$ cat config.mk
export PLATFORM = sky130hd
export DESIGN_NAME = video_pattern_src_flat
export DESIGN_NICKNAME = d
export VERILOG_FILES = /design/src/rtl/video_stream_pkg.sv /design/src/rtl/video_pattern_src_if.sv /design/src/rtl/video_timing_gen.sv /design/src/rtl/video_pattern_src.sv /design/src/flat_wrapper.sv
export SDC_FILE = /design/constraint.sdc
export NUM_CORES = 1
export LEC_CHECK = 0
export CORE_MARGIN = 3
export CORE_UTILIZATION = 40
export CTS_CLUSTER_DIAMETER = 50
export DETAILED_ROUTE_END_ITERATION = 10
export HOLD_SLACK_MARGIN = 0.1
export SYNTH_ARGS = -nofsm -noshare
export SYNTH_HDL_FRONTEND = slang
export SYNTH_SLANG_ARGS = --single-unit
$ cat constraint.sdc
create_clock -name clk -period 2.85 [get_ports clk]
set_clock_uncertainty 0.15 [all_clocks]
set_input_delay 0.4275 -clock clk [delete_from_list [all_inputs] [get_ports clk]]
set_output_delay 0.4275 -clock clk [all_outputs]
set_load 0.1 [all_outputs]
$ cat src/rtl/video_stream_pkg.sv
// Shared types for the pixel stream: pattern codes, FSM states, RGB payload
// and the colour-bar palette.
package video_stream_pkg;

  typedef enum logic [1:0] {
    PAT_BARS  = 2'd0,
    PAT_RAMP  = 2'd1,
    PAT_CHECK = 2'd2,
    PAT_SOLID = 2'd3
  } pattern_e;

  typedef enum logic {
    ST_IDLE = 1'b0,
    ST_RUN  = 1'b1
  } state_e;

  typedef struct packed {
    logic [7:0] r;
    logic [7:0] g;
    logic [7:0] b;
  } rgb_t;

  localparam rgb_t C_WHITE   = 24'hFFFFFF;
  localparam rgb_t C_YELLOW  = 24'hFFFF00;
  localparam rgb_t C_CYAN    = 24'h00FFFF;
  localparam rgb_t C_GREEN   = 24'h00FF00;
  localparam rgb_t C_MAGENTA = 24'hFF00FF;
  localparam rgb_t C_RED     = 24'hFF0000;
  localparam rgb_t C_BLUE    = 24'h0000FF;
  localparam rgb_t C_BLACK   = 24'h000000;

  // Bar index 0..7 maps to the palette; 8 (past the last bar) is black.
  function automatic rgb_t bar_colour(input logic [3:0] idx);
    case (idx)
      4'd0:    return C_WHITE;
      4'd1:    return C_YELLOW;
      4'd2:    return C_CYAN;
      4'd3:    return C_GREEN;
      4'd4:    return C_MAGENTA;
      4'd5:    return C_RED;
      4'd6:    return C_BLUE;
      default: return C_BLACK;
    endcase
  endfunction

endpackage

$ cat src/rtl/video_pattern_src_if.sv
// Pixel stream bundle: frame/line timing, pixel strobe and 8-bit RGB.
// master drives the stream, slave consumes it.
interface video_pattern_src_if;
  logic       per_frame_vsync;
  logic       per_frame_href;
  logic       per_frame_clken;
  logic [7:0] per_img_red;
  logic [7:0] per_img_green;
  logic [7:0] per_img_blue;

  modport master (
    output per_frame_vsync, per_frame_href, per_frame_clken,
    output per_img_red, per_img_green, per_img_blue
  );

  modport slave (
    input per_frame_vsync, per_frame_href, per_frame_clken,
    input per_img_red, per_img_green, per_img_blue
  );
endinterface

$ cat src/rtl/video_timing_gen.sv
// Frame timing: pixel-slot divider, h/v counters, IDLE/RUN FSM and the
// combinational timing decode.
// Ports:
//   clk, rst          clock, synchronous active-high reset
//   i_enable          run request, honoured only at frame boundaries
//   o_run_c           FSM is in RUN
//   o_tick_c          pixel-slot strobe (counters advance on it)
//   o_start_c         IDLE->RUN transition this cycle
//   o_frame_start_c   tick at pixel (0,0)
//   o_vsync_c/o_href_c/o_clken_c  timing decode of the current counters
//   o_h_cnt/o_v_cnt   current pixel position
module video_timing_gen
  import video_stream_pkg::*;
#(
  parameter int unsigned H_ACTIVE  = 640,
  parameter int unsigned H_BLANK   = 160,
  parameter int unsigned V_ACTIVE  = 480,
  parameter int unsigned V_BLANK   = 45,
  parameter int unsigned VS_LINES  = 2,
  parameter int unsigned CLKEN_DIV = 1,
  localparam int unsigned H_W = $clog2(H_ACTIVE + H_BLANK),
  localparam int unsigned V_W = $clog2(V_BLANK + V_ACTIVE)
) (
  input  logic           clk,
  input  logic           rst,
  input  logic           i_enable,
  output logic           o_run_c,
  output logic           o_tick_c,
  output logic           o_start_c,
  output logic           o_frame_start_c,
  output logic           o_vsync_c,
  output logic           o_href_c,
  output logic           o_clken_c,
  output logic [H_W-1:0] o_h_cnt,
  output logic [V_W-1:0] o_v_cnt
);

  localparam int unsigned H_TOTAL = H_ACTIVE + H_BLANK;
  localparam int unsigned V_TOTAL = V_BLANK + V_ACTIVE;
  localparam int unsigned D_W     = (CLKEN_DIV > 1) ? $clog2(CLKEN_DIV) : 1;

  state_e         r_state;
  state_e         w_state_nxt;
  logic [D_W-1:0] r_div;
  logic [H_W-1:0] r_h;
  logic [V_W-1:0] r_v;

  logic w_tick;
  logic w_h_last;
  logic w_v_last;
  logic w_frame_end;
  logic w_href;
  logic w_vs_line;

  assign w_tick      = (r_state == ST_RUN) && (r_div == D_W'(CLKEN_DIV - 1));
  assign w_h_last    = (r_h == H_W'(H_TOTAL - 1));
  assign w_v_last    = (r_v == V_W'(V_TOTAL - 1));
  assign w_frame_end = w_tick && w_h_last && w_v_last;
  assign w_vs_line   = (r_v < V_W'(VS_LINES));
  assign w_href      = (r_v >= V_W'(V_BLANK)) && (r_h < H_W'(H_ACTIVE));

  // State register
  always_ff @(posedge clk) begin
    if (rst) r_state <= ST_IDLE;
    else     r_state <= w_state_nxt;
  end

  // Next state and timing decode; decode is forced low outside RUN
  always_comb begin
    w_state_nxt = r_state;
    o_start_c   = 1'b0;
    o_vsync_c   = 1'b0;
    o_href_c    = 1'b0;
    o_clken_c   = 1'b0;
    case (r_state)
      ST_IDLE: begin
        o_start_c = i_enable;
        if (i_enable) w_state_nxt = ST_RUN;
      end
      ST_RUN: begin
        o_vsync_c = w_vs_line;
        o_href_c  = w_href;
        o_clken_c = w_tick && w_href;
        if (w_frame_end && !i_enable) w_state_nxt = ST_IDLE;
      end
    endcase
  end

  // Divider and raster counters; held at zero while idle
  always_ff @(posedge clk) begin
    if (rst || (r_state == ST_IDLE)) begin
      r_div <= '0;
      r_h   <= '0;
      r_v   <= '0;
    end else begin
      r_div <= w_tick ? '0 : r_div + D_W'(1);
      if (w_tick) begin
        if (w_h_last) begin
          r_h <= '0;
          r_v <= w_v_last ? '0 : r_v + V_W'(1);
        end else begin
          r_h <= r_h + H_W'(1);
        end
      end
    end
  end

  assign o_run_c         = (r_state == ST_RUN);
  assign o_tick_c        = w_tick;
  assign o_frame_start_c = w_tick && (r_h == '0) && (r_v == '0);
  assign o_h_cnt         = r_h;
  assign o_v_cnt         = r_v;

endmodule

$ cat src/rtl/video_pattern_src.sv
// Test-pattern video source. Generates frame timing and one of four patterns
// (bars, gray ramp, checker, solid); a key press steps the pattern at the
// next frame start.
// Ports:
//   clk, rst     clock, synchronous active-high reset
//   enable       run request, sampled at frame boundaries
//   key          pattern-step key (debounced upstream)
//   pattern_sel  pattern currently emitted
//   vid          stream master: vsync/href/clken and R/G/B
module video_pattern_src
  import video_stream_pkg::*;
#(
  parameter int unsigned H_ACTIVE    = 640,
  parameter int unsigned H_BLANK     = 160,
  parameter int unsigned V_ACTIVE    = 480,
  parameter int unsigned V_BLANK     = 45,
  parameter int unsigned VS_LINES    = 2,
  parameter int unsigned CLKEN_DIV   = 1,
  parameter int unsigned CHECK_SHIFT = 5,
  parameter logic [23:0] SOLID_RGB   = 24'h808080
) (
  input  logic                       clk,
  input  logic                       rst,
  input  logic                       enable,
  input  logic                       key,
  output logic [1:0]                 pattern_sel,
  video_pattern_src_if.master        vid
);

  localparam int unsigned H_TOTAL = H_ACTIVE + H_BLANK;
  localparam int unsigned H_W     = $clog2(H_ACTIVE + H_BLANK);
  localparam int unsigned V_W     = $clog2(V_BLANK + V_ACTIVE);
  localparam int unsigned BW      = H_ACTIVE / 8;
  localparam int unsigned BW_W    = (BW > 1) ? $clog2(BW) : 1;

  logic           w_run_c;
  logic           w_tick_c;
  logic           w_start_c;
  logic           w_frame_start_c;
  logic           w_vsync_c;
  logic           w_href_c;
  logic           w_clken_c;
  logic [H_W-1:0] w_h;
  logic [V_W-1:0] w_v;

  video_timing_gen #(
    .H_ACTIVE  (H_ACTIVE),
    .H_BLANK   (H_BLANK),
    .V_ACTIVE  (V_ACTIVE),
    .V_BLANK   (V_BLANK),
    .VS_LINES  (VS_LINES),
    .CLKEN_DIV (CLKEN_DIV)
  ) u_timing (
    .clk             (clk),
    .rst             (rst),
    .i_enable        (enable),
    .o_run_c         (w_run_c),
    .o_tick_c        (w_tick_c),
    .o_start_c       (w_start_c),
    .o_frame_start_c (w_frame_start_c),
    .o_vsync_c       (w_vsync_c),
    .o_href_c        (w_href_c),
    .o_clken_c       (w_clken_c),
    .o_h_cnt         (w_h),
    .o_v_cnt         (w_v)
  );

  logic      r_key_d;
  logic      r_pending;
  pattern_e  r_pat;
  logic      w_key_rise;
  logic      w_apply;

  assign w_key_rise = key && !r_key_d;
  assign w_apply    = w_start_c || w_frame_start_c;

  // Key edge -> pending step, consumed only at a frame start. An edge on the
  // apply cycle itself survives into pending for the following frame.
  always_ff @(posedge clk) begin
    if (rst) begin
      r_key_d   <= 1'b0;
      r_pending <= 1'b0;
      r_pat     <= PAT_BARS;
    end else begin
      r_key_d   <= key;
      r_pending <= w_key_rise || (r_pending && !w_apply);
      if (w_apply && r_pending) r_pat <= pattern_e'(r_pat + 2'd1);
    end
  end

  logic [BW_W-1:0] r_bar_px;
  logic [3:0]      r_bar_idx;

  // Bar position tracked incrementally so no divide by the bar width is needed
  always_ff @(posedge clk) begin
    if (rst || !w_run_c) begin
      r_bar_px  <= '0;
      r_bar_idx <= '0;
    end else if (w_tick_c) begin
      if (w_h == H_W'(H_TOTAL - 1)) begin
        r_bar_px  <= '0;
        r_bar_idx <= '0;
      end else if (w_h < H_W'(H_ACTIVE)) begin
        if (r_bar_px == BW_W'(BW - 1)) begin
          r_bar_px <= '0;
          if (r_bar_idx != 4'd8) r_bar_idx <= r_bar_idx + 4'd1;
        end else begin
          r_bar_px <= r_bar_px + BW_W'(1);
        end
      end
    end
  end

  logic [7:0] w_ramp;
  logic       w_chk_h;
  logic       w_chk_v;
  rgb_t       w_col;

  // Checker bits taken from the pixel column and the active-line index
  assign w_ramp  = 8'(w_h);
  assign w_chk_h = 1'(32'(w_h) >> CHECK_SHIFT);
  assign w_chk_v = 1'((32'(w_v) - 32'(V_BLANK)) >> CHECK_SHIFT);

  // Pattern mux
  always_comb begin
    w_col = C_BLACK;
    case (r_pat)
      PAT_BARS:  w_col = bar_colour(r_bar_idx);
      PAT_RAMP:  w_col = {w_ramp, w_ramp, w_ramp};
      PAT_CHECK: w_col = (w_chk_h ^ w_chk_v) ? C_WHITE : C_BLACK;
      PAT_SOLID: w_col = rgb_t'(SOLID_RGB);
    endcase
  end

  logic r_vsync;
  logic r_href;
  logic r_clken;
  rgb_t r_rgb;

  // All stream outputs registered together, one clock after the counters
  always_ff @(posedge clk) begin
    if (rst) begin
      r_vsync <= 1'b0;
      r_href  <= 1'b0;
      r_clken <= 1'b0;
      r_rgb   <= C_BLACK;
    end else begin
      r_vsync <= w_vsync_c;
      r_href  <= w_href_c;
      r_clken <= w_clken_c;
      r_rgb   <= w_href_c ? w_col : C_BLACK;
    end
  end

  assign vid.per_frame_vsync = r_vsync;
  assign vid.per_frame_href  = r_href;
  assign vid.per_frame_clken = r_clken;
  assign vid.per_img_red     = r_rgb.r;
  assign vid.per_img_green   = r_rgb.g;
  assign vid.per_img_blue    = r_rgb.b;
  assign pattern_sel         = r_pat;

endmodule

$ cat src/flat_wrapper.sv
// flat-port wrapper written by rule: the top's interface ports become plain ports
module video_pattern_src_flat import video_stream_pkg::*;
#(
  parameter int unsigned H_ACTIVE    = 640,
  parameter int unsigned H_BLANK     = 160,
  parameter int unsigned V_ACTIVE    = 480,
  parameter int unsigned V_BLANK     = 45,
  parameter int unsigned VS_LINES    = 2,
  parameter int unsigned CLKEN_DIV   = 1,
  parameter int unsigned CHECK_SHIFT = 5,
  parameter logic [23:0] SOLID_RGB   = 24'h808080
)
  (clk, rst, enable, key, pattern_sel, vid_per_frame_vsync, vid_per_frame_href, vid_per_frame_clken, vid_per_img_red, vid_per_img_green, vid_per_img_blue);
  video_pattern_src_if vid_i ();
  input  logic clk;
  input  logic rst;
  input  logic enable;
  input  logic key;
  output logic [1:0] pattern_sel;
  output wire logic [$bits(vid_i.per_frame_vsync)-1:0] vid_per_frame_vsync;
  output wire logic [$bits(vid_i.per_frame_href)-1:0] vid_per_frame_href;
  output wire logic [$bits(vid_i.per_frame_clken)-1:0] vid_per_frame_clken;
  output wire logic [$bits(vid_i.per_img_red)-1:0] vid_per_img_red;
  output wire logic [$bits(vid_i.per_img_green)-1:0] vid_per_img_green;
  output wire logic [$bits(vid_i.per_img_blue)-1:0] vid_per_img_blue;
  assign vid_per_frame_vsync = vid_i.per_frame_vsync;
  assign vid_per_frame_href = vid_i.per_frame_href;
  assign vid_per_frame_clken = vid_i.per_frame_clken;
  assign vid_per_img_red = vid_i.per_img_red;
  assign vid_per_img_green = vid_i.per_img_green;
  assign vid_per_img_blue = vid_i.per_img_blue;
  video_pattern_src #(.H_ACTIVE(H_ACTIVE), .H_BLANK(H_BLANK), .V_ACTIVE(V_ACTIVE), .V_BLANK(V_BLANK), .VS_LINES(VS_LINES), .CLKEN_DIV(CLKEN_DIV), .CHECK_SHIFT(CHECK_SHIFT), .SOLID_RGB(SOLID_RGB)) u_core (.clk(clk), .rst(rst), .enable(enable), .key(key), .pattern_sel(pattern_sel), .vid(vid_i));
endmodule
==> key figures <==
Floorplanning
  • Die Y: 93.0 µm
  • Initial Utilization: 41.5%
  • Die area: 0.00864 mm²
  • Total I/O pin count: 33
  • # rows: 31
  • Core box area: 0.00729 mm²
  • Die Wd: 93.0 µm

Pwr
  • Peak VDD IR: 0.000225 V
  • PwrDens: 512 mW/mm²
  • Pleak: 1.31 nW

STA
  • Setup tns final: 0 ns
  • Final setup viols: 0
  • Fmax achieved: 449 MHz
  • Fin crit share: 78.1%
  • Final worst slack: 0.624 ns
  • Final hold vios: 0
  • Fin crit period: 2.23 ns
  • Rel. slew slack: 62.5%
  • Tightest Pin Transition: 0.560 ns
  • Max Slew Vio Count: 0
  • Unrepaired setup endpoints after global routing: false

Yosys
  • Mapped Nets: 358
  • Synth area leader: dfxtp_1
  • Yosys warning count: 0
  • Ys async rst share: 0%
  • Mux cell area share after synthesis: 3.80%
  • Mapped cell area: 0.00303 mm²
  • Library cells used by synthesis: 46
  • Syn_area_per_cell: 8.92 µm²
  • Number of synthesized flops with an enable pin: 0
  • Synth Area in Adders: 6.20%
  • Top-area cell type share of the netlist area: 42.3%
  • Xor and xnor fraction of the mapped netlist area: 2.89%
  • Synthesized instance count: 339
  • Main combinational cell family by area after synthesis: simple AND/OR/NAND/NOR gates
  • Simple-Gate Fraction of Synth Area: 24.7%
  • Main synth FF type: dfxtp_1
  • Yosys reg bits: 64
  • Seq/Total Area, Yosys: 42.3%
  • Main area contributors after synthesis: dfxtp_1 (42%), ha_1 (6.2%), a2111oi_0 (6.1%)
  • Synth Area in Compound Gates: 15.9%

Clock tree
  • Cts bufs inserted: 9
  • H-tree lvl count: 3
  • Total clock sinks: 64
  • Clk_lat worst skew: 0.35 ns
  • Clock-pin slew on the worst setup and hold paths: 0.07 ns
  • Post-cts resize count: 0
  • CTS tree: built
  • CTS Buffer Depth: 2
  • Setup bufs post-CTS: 0
  • CTS Root Cell: clkbuf_8
  • Hold-fix buffer count after cts: 0

Worst setup path
  • FF-to-FF Start: u_core.pattern_sel[0]$_SDFFE_PP0P_
  • Startpoint Class: flop
  • Cell depth of the worst flop-to-flop path: 6
  • Setup Crit Path Kind: flop to flop
  • CP max FO: 7
  • R2R Path End: u_core.vid.per_img_green[2]$_SDFF_PP0_
  • Required @ worst endpoint: 2.91 ns
  • Crit. End Element: flop
  • R2r setup slk: 0.62 ns
  • WP data arrival: 2.29 ns

Route
  • DR vias: 2584
  • Vias per cell: 5.43
  • Initial DRC count: 90
  • Post-Route WL: 6730 µm
  • Avg WL per Cell: 14.1 µm
  • Drt pass-1 iters: 6
  • Routed Antenna Nets: 0
  • Number of remaining DRC errors: 0

Global routing
  • Largest net degree at the start of global routing: 27
  • Antenna violations before repair: 0
  • First-pass GRT wire length: 11700 µm
  • GRT Residual Overflow: 0
  • Number of global-route vias before repair: 2394
  • Gr usage total: 16.9%

Worst hold path
  • WHS Path Cells: 2
  • Type of the worst min-delay path: flop to flop
  • Hold Path End: u_core.r_bar_px[1]$_SDFFE_PP0P_
  • Hold Startpoint: u_core.r_bar_px[1]$_SDFFE_PP0P_

Cells and area
  • Syn-to-layout area delta: 18.4%
  • Final-stage net count: 391
  • Design Area, Final: 0.00358 mm²
  • Diodes inserted: 0
  • Fin util: 49.1%
  • Layout cells sized above 1: 15.1%
  • Fillcell total: 699

Placed design
  • Setup WS pre-CTS: 0.524 ns
  • Post-DP HPWL: 4820 µm
  • PortBufs: 32
  • Placed cell area: 0.00338 mm²
  • Placer congestion estimate: 0.839

Status
  • Status: completed

Job
  • Max Cap Viol: 0
[critical path: stages, from the launching register on]
cell and delay [ns]:
dfxtp_1 0.36, inv_1 0.12, ha_1 0.23, nand2b_1 0.14
nor3_1 0.37, a31oi_1 0.20, a2111oi_0 0.52
[metal layers]
| metal | wire length [µm] | up-vias | GRT usage, % |
|---|---|---|---|
| met1 | 3490 | 1200 | 23.7 |
| met5 | 0 | - | 0 |
| met3 | 287 | 12 | 4.10 |
| met2 | 2840 | 51 | 24.9 |
| li1 | - | 1321 | - |
| met4 | 120 | 0 | 6.96 |
[worst max-delay path by stage]
stage | depth (start not counted) | endpoint | startpoint | slack, ns
final | 6 | u_core.vid.per_img_green[2]$_SDFF_PP0_ | u_core.pattern_sel[0]$_SDFFE_PP0P_ | 0.62
after global routing | 6 | u_core.vid.per_img_green[2]$_SDFF_PP0_ | u_core.pattern_sel[0]$_SDFFE_PP0P_ | 0.39
after floorplan | 6 | u_core.vid.per_img_green[0]$_SDFF_PP0_ | u_core.pattern_sel[0]$_SDFFE_PP0P_ | 0.46
after detailed placement | 5 | u_core.vid.per_img_blue[3]$_SDFF_PP0_ | rst | 0.52
after CTS | 6 | u_core.vid.per_img_green[2]$_SDFF_PP0_ | u_core.pattern_sel[0]$_SDFFE_PP0P_ | 0.63
after global placement | 6 | u_core.vid.per_img_green[2]$_SDFF_PP0_ | u_core.pattern_sel[0]$_SDFFE_PP0P_ | 0.57
[flip-flops by register name, indices dropped and copies added, names as in the netlist]
name,cells
u_core.r_bar_px,7
u_core.r_bar_idx,4
u_core.vid.per_img_red,8
u_core.u_timing.r_div,1
u_core.pattern_sel,2
u_core.r_pending,1
u_core.vid.per_frame_href,1
u_core.vid.per_frame_clken,1
u_core.r_key_d,1
u_core.vid.per_frame_vsync,1
u_core.u_timing.o_h_cnt,10
u_core.u_timing.o_v_cnt,10
u_core.vid.per_img_green,8
u_core.u_timing.o_run_c,1
u_core.vid.per_img_blue,8
[cell usage in the layout (no fill, tap or decap), types with 2 or more instances in the layout]
| master | count |
|---|---|
| ha_1 | 15 |
| nand4b_1 | 3 |
| and2_1 | 2 |
| nand2_1 | 24 |
| mux2i_1 | 10 |
| clkdlybuf4s50_1 | 3 |
| nor2_1 | 20 |
| nand3b_1 | 2 |
| o21ai_0 | 13 |
| nor3b_1 | 2 |
| inv_1 | 13 |
| nand3_1 | 18 |
| or3_1 | 11 |
| nor3_1 | 12 |
| and3_1 | 5 |
| dfxtp_1 | 64 |
| xnor2_1 | 5 |
| nand4_1 | 12 |
| a2111oi_0 | 21 |
| a21oi_1 | 20 |
| nand2b_1 | 8 |
| a31oi_1 | 5 |
| nor4_1 | 6 |
| buf_4 | 36 |
| clkinvlp_4 | 2 |
| xor2_1 | 5 |
| o21ai_1 | 3 |
| clkbuf_8 | 10 |
| nor2b_1 | 6 |
[logic make-up after synthesis]
group | count (synthesis)
simple gates | 138
compound gates | 70
flops | 64
buf+inv | 30
fa+ha+maj | 15
mux | 11
xor+xnor | 10
other cells | 1
[cells in the mapped netlist, drive strengths merged, types with 6 or more instances]
master,number
a21oi,20
o21ai,16
nor2,20
nor3,12
ha,15
nand2b,8
mux2i,10
inv,13
clkbuf,10
dfxtp,64
nand4,12
or3,12
buf,7
nand2,24
nor2b,6
nor4,6
a2111oi,21
nand3,18
[stage by stage]
step | hold slack [ns] | instances | power [mW]
3_3_place_gp | 0.316 | 460 | 1.06
2_1_floorplan | 0.303 | 339 | 1.02
3_5_place_dp | 0.326 | 460 | 1.06
5_1_grt | 0.364 | 476 | 1.91
6_report | 0.336 | 476 | 1.83
4_1_cts | 0.336 | 476 | 1.86
[where the power goes]
part / internal [mW] / switching (mW)
Sequential: 0.902 / 0.00741
Combinational: 0.0398 / 0.0881
Clock: 0.430 / 0.368
[layout make-up]
class                           count  area (µm²)  area share [%]
Timing Repair Buffer               39         300            8.38
Multi-Input combinational cell    245        1620            45.3
Sequential cell                    64        1280            35.8
Clock inverter                      6        67.6            1.89
Clock buffer                       10         138            3.84
Inverter                           13        48.8            1.36
Tap cell                           99         124            3.46
Power figures use the tool's default switching activity.
